$ cat src/rtl/rv_pkg.sv
// Shared RV32I core constants: datapath sizing, named register indices
// and ALU operation encodings used by the decoder, ALU and register file.
package rv_pkg;

  localparam int unsigned XLEN  = 32;
  localparam int unsigned NREGS = 32;
  localparam int unsigned AW    = 5;

  localparam int unsigned REG_ZERO = 0;
  localparam int unsigned REG_RA   = 1;
  localparam int unsigned REG_SP   = 2;
  localparam int unsigned REG_GP   = 3;
  localparam int unsigned REG_TP   = 4;
  localparam int unsigned REG_T0   = 5;
  localparam int unsigned REG_T1   = 6;
  localparam int unsigned REG_T2   = 7;
  localparam int unsigned REG_S0   = 8;
  localparam int unsigned REG_S1   = 9;
  localparam int unsigned REG_A0   = 10;
  localparam int unsigned REG_A1   = 11;

  typedef enum logic [2:0] {
    ALU_ADD = 3'b000,
    ALU_SUB = 3'b001,
    ALU_AND = 3'b010,
    ALU_OR  = 3'b011,
    ALU_SLT = 3'b101
  } alu_op_e;

  // Reference ALU behaviour shared by the ALU and anything that needs to
  // predict its result from register operands.
  function automatic logic [XLEN-1:0] alu_eval(input alu_op_e op,
                                               input logic [XLEN-1:0] a,
                                               input logic [XLEN-1:0] b);
    unique case (op)
      ALU_ADD: alu_eval = a + b;
      ALU_SUB: alu_eval = a - b;
      ALU_AND: alu_eval = a & b;
      ALU_OR:  alu_eval = a | b;
      ALU_SLT: alu_eval = {{(XLEN-1){1'b0}}, $signed(a) < $signed(b)};
      default: alu_eval = '0;
    endcase
  endfunction

endpackage

$ cat src/rtl/reg_file_rport.sv
// One combinational register-file read port: x0 reads as zero, and an
// optional same-cycle forward of the in-flight write data.
module reg_file_rport
  import rv_pkg::*;
#(
  parameter int unsigned XLEN   = rv_pkg::XLEN,
  parameter int unsigned NREGS  = rv_pkg::NREGS,
  parameter int unsigned AW     = rv_pkg::AW,
  parameter bit          BYPASS = 1'b0
) (
  input  logic [AW-1:0]   addr,
  input  logic [XLEN-1:0] regs [NREGS],
  input  logic            byp_en,
  input  logic [AW-1:0]   byp_addr,
  input  logic [XLEN-1:0] byp_data,
  output logic [XLEN-1:0] data
);

  // NOTE: every path assigns data after the default, so no latch is inferred.
  always_comb begin
    data = '0;
    if (addr != AW'(REG_ZERO)) begin
      if (BYPASS && byp_en && (byp_addr == addr)) data = byp_data;
      else                                         data = regs[addr];
    end
  end

endmodule

$ cat src/rtl/reg_file.sv
// RV32I integer register file: two read ports and a debug port, one
// synchronous write port, hardwired x0 and a committed-write counter.
module reg_file
  import rv_pkg::*;
#(
  parameter int unsigned XLEN        = rv_pkg::XLEN,
  parameter int unsigned NREGS       = rv_pkg::NREGS,
  parameter int unsigned AW          = rv_pkg::AW,
  parameter bit          BYPASS      = 1'b0,
  parameter bit          RESET_CLEAR = 1'b1
) (
  input  logic            clk,
  input  logic            rst,
  input  logic [AW-1:0]   A1,
  input  logic [AW-1:0]   A2,
  input  logic [AW-1:0]   A3,
  input  logic [XLEN-1:0] WD3,
  input  logic            WE3,
  input  logic [AW-1:0]   DA,
  output logic [XLEN-1:0] RD1,
  output logic [XLEN-1:0] RD2,
  output logic [XLEN-1:0] DRD,
  output logic [31:0]     WCNT
);

  if ((NREGS < 2) || ((NREGS & (NREGS - 1)) != 0) || (AW != $clog2(NREGS))) begin : g_bad_cfg
    $error("reg_file: NREGS must be a power of two >= 2 and AW must equal log2(NREGS)");
  end

  logic [XLEN-1:0] regs_q [1:NREGS-1];
  logic [XLEN-1:0] regs_view [NREGS];
  logic [31:0]     wcnt_q;
  logic            wr_en;

  assign wr_en = WE3 && (A3 != AW'(REG_ZERO));

  // x0 has no flop; the read ports see a constant zero in its slot.
  always_comb begin
    regs_view[0] = '0;
    for (int i = 1; i < NREGS; i++) regs_view[i] = regs_q[i];
  end

  // NOTE: sequential state uses non-blocking assignments so every flop
  // samples pre-edge values. The storage array is reset explicitly because
  // cleared-on-reset is architecturally visible, not just an init nicety.
  always_ff @(posedge clk) begin
    if (rst) begin
      wcnt_q <= '0;
      if (RESET_CLEAR) begin
        for (int i = 1; i < NREGS; i++) regs_q[i] <= '0;
      end
    end else if (wr_en) begin
      regs_q[A3] <= WD3;
      wcnt_q     <= wcnt_q + 32'd1;
    end
  end

  assign WCNT = wcnt_q;

  reg_file_rport #(.XLEN(XLEN), .NREGS(NREGS), .AW(AW), .BYPASS(BYPASS)) u_rport1 (
    .addr     (A1),
    .regs     (regs_view),
    .byp_en   (wr_en),
    .byp_addr (A3),
    .byp_data (WD3),
    .data     (RD1)
  );

  reg_file_rport #(.XLEN(XLEN), .NREGS(NREGS), .AW(AW), .BYPASS(BYPASS)) u_rport2 (
    .addr     (A2),
    .regs     (regs_view),
    .byp_en   (wr_en),
    .byp_addr (A3),
    .byp_data (WD3),
    .data     (RD2)
  );

  // The debug port observes committed state only, so it never forwards.
  reg_file_rport #(.XLEN(XLEN), .NREGS(NREGS), .AW(AW), .BYPASS(1'b0)) u_rport_dbg (
    .addr     (DA),
    .regs     (regs_view),
    .byp_en   (1'b0),
    .byp_addr (A3),
    .byp_data (WD3),
    .data     (DRD)
  );

endmodule
$ cat config.mk
export PLATFORM = sky130hd
export DESIGN_NAME = reg_file
export DESIGN_NICKNAME = d
export VERILOG_FILES = /design/src/rtl/rv_pkg.sv /design/src/rtl/reg_file_rport.sv /design/src/rtl/reg_file.sv
export SDC_FILE = /design/constraint.sdc
export NUM_CORES = 2
export LEC_CHECK = 0
export ABC_AREA = 0
export CORE_MARGIN = 4
export CORE_UTILIZATION = 25
export DETAILED_ROUTE_END_ITERATION = 8
export GPL_TIMING_DRIVEN = 1
export SKIP_CTS_REPAIR_TIMING = 1
export SYNTH_ARGS = -nofsm -noshare
export SYNTH_HDL_FRONTEND = slang
export SYNTH_HIERARCHICAL = 1
export SYNTH_SLANG_ARGS = --single-unit
$ cat constraint.sdc
create_clock -name clk -period 2.9 [get_ports clk]
set_input_delay 0.435 -clock clk [delete_from_list [all_inputs] [get_ports clk]]
set_output_delay 0.435 -clock clk [all_outputs]
set_load 0.01 [all_outputs]
==> results.py <==
metrics = {
    "outcome": {
        "status": "complete, but fails checks",
        "failed_checks": "negative setup slack",
    },
    "clocking": {
        "clk_path_buf_depth": 3,
        "insertion_delay_ps": 760,
        "clkSlewWorstSetupHoldPaths_ps": 60,
        "cts_root_buf": "clkbuf_16",
        "cts_buffers": 115,
        "cts_num_sinks": 1024,
        "cts_tree": "built",
        "htree_num_levels": 3,
    },
    "grt": {
        "grt_pass1_wl_mm": 380.5,
        "grt_overflow_total": 0,
        "grt_pass1_vias": 48030,
        "grt_max_degree": 34,
        "grt_util_all_layers_pct": 20.39,
        "grt_antenna_before_repair": 37,
    },
    "cells_and_area": {
        "fin_cells": 8620,
        "fin_nets": 5194,
        "stdcell_area_um2": 82690,
        "drive_gt1_share_pct": 43.57,
        "final_core_util_pct": 32.51,
        "area_growth_pct": 29.27,
    },
    "setup_path": {
        "path_buf_inv": 4,
        "worstSetupPathType": "reg -> out",
        "cp_top_family": "multiplexers",
        "crit_slowest_cell": "mux4_2",
        "rr_startpoint": "WCNT[3]",
        "worstPathArrival_ps": 2760,
        "path_common_cell": "buf_6",
        "cp.required_ps": 2470,
        "startpoint_type": "flop",
        "crit_chain": "buf_6 > mux4_2 > mux2_4 > o21ai_2 > buf_6 > a311oi_4 > buf_6 > buf_6",
        "rrSetupSlack_ps": 870,
        "critPathMaxStageDelay_ps": 450,
        "worst-path-max-fanout": 2,
        "ff2ff_path_depth": 4,
        "end_kind": "output pin",
        "r2r_end": "WCNT[29]",
    },
    "run": {
        "maxCapViolations": 0,
    },
    "power": {
        "power_density_nw_per_um2": 493.8,
        "max-vdd-ir-drop_uv": 512.1,
        "finalPower_uw": 40830,
        "power.leakage_uw": 0.02876,
    },
    "drt": {
        "totalWireLength_mm": 282.6,
        "routed_via_density": 5.669,
        "drt_first_iter_violations": 7466,
        "routedWlPerCell_um": 32.78,
        "drtAntennaViolNets": 0,
        "drc": 0,
        "first_pass_iters": 5,
        "num_vias": 48870,
    },
    "timing": {
        "fin_crit_ps": 3193,
        "fin_skew_ps": 21.81,
        "finalSetupViolCount": 75,
        "fmax_mhz": 313.2,
        "slew_violations": 0,
        "worst_pin_slew_ps": 1075,
        "rsz0062_at_grt": "yes",
        "hold_viol_final": 0,
        "finalCritPeriodShare_pct": 110.1,
        "slew_headroom_pct": 28.09,
        "timing.final.ws_setup_ps": -292.9,
    },
    "hold_path": {
        "hold_class": "in -> reg",
        "hold_path_depth": 3,
        "hold_end": "WCNT[0]",
        "min_from": "rst",
    },
    "synthesis": {
        "ys_warn_count": 6,
        "syn_avg_cell_area_um2": 14.39,
        "synth_area_um2": 63970,
        "syn_inst": 4445,
    },
    "placed_design": {
        "hpwl_mm": 187.9,
        "gp_congestion": 0.9179,
        "pre_cts_ws_ps": -1224,
        "placed_cells": 8321,
        "placed_cell_area_um2": 75650,
        "io_buffers": 182,
    },
    "die": {
        "dieHeight_um": 513.8,
        "ios": 183,
        "core_area_um2": 254400,
        "die-area_um2": 264000,
        "die_x_um": 513.8,
        "rows": 185,
        "initial_utilization_pct": 25.15,
    },
}
## layout by cell type (no fill, tap or decap), types with 52 or more instances in the layout
cell and count:
o21ai_1 64, o21ai_2 64, clkdlybuf4s50_1 70, a22oi_1 75, clkbuf_16 126, mux2i_1 191, edfxtp_1 992, mux4_2 672
and2_1 995, nor2b_1 78, a211oi_2 67, buf_12 178, conb_1 96, nand2_1 58, buf_4 592, mux2_4 55
buf_6 52
## registers in the layout (all words and copies together), names as in the netlist
register,flops
regs_q,992
WCNT,32
## worst max-delay path by stage
| stage | startpoint | to | slack, ps | cells after the start |
|---|---|---|---|---|
| 5_1_grt | regs_q[14][12] | RD2[12] | -340 | 8 |
| 4_1_cts | regs_q[18][14] | RD2[14] | -1270 | 6 |
| 3_3_place_gp | A2[4] | RD2[14] | -1220 | 9 |
| 3_5_place_dp | A2[4] | RD2[14] | -1220 | 9 |
| 6_report | regs_q[14][12] | RD2[12] | -290 | 8 |
| 2_1_floorplan | DA[0] | DRD[11] | 690 | 7 |
## tightest hold or removal path, cell delays in order
cell and delay, ps:
buf_2 130, buf_4 240, nor2_1 120
## power breakdown
part	internal, uW	switching [uW]
clock	8400	6530
combinational	3890	4420
sequential	17000	580
## per-stage QoR
step	hold slack [ps]	setup TNS (ps)
floorplan	504.3	0
global placement	487.9	-53290
detailed placement	503.8	-52480
CTS	157.1	-60980
global route	201.0	-10960
finish	214.3	-6873
## metal layers
layer,GRT usage (%),share of wire (%)
met4,10.87,6.2
met3,5.859,13
met1,26.28,36
met2,30.99,44
met5,0,0.037
## cell type report
cell class / instances / area, um^2
fillers: 24570 / 171700
multi-input cells: 2995 / 33880
clock buffers: 147 / 3128
repair buffers: 993 / 10340
clock inverters: 65 / 614.3
well taps: 3366 / 4212
flip-flops and latches: 1024 / 30430
diodes: 21 / 52.55
inverters: 9 / 41.29
Power figures use the tool's default switching activity.
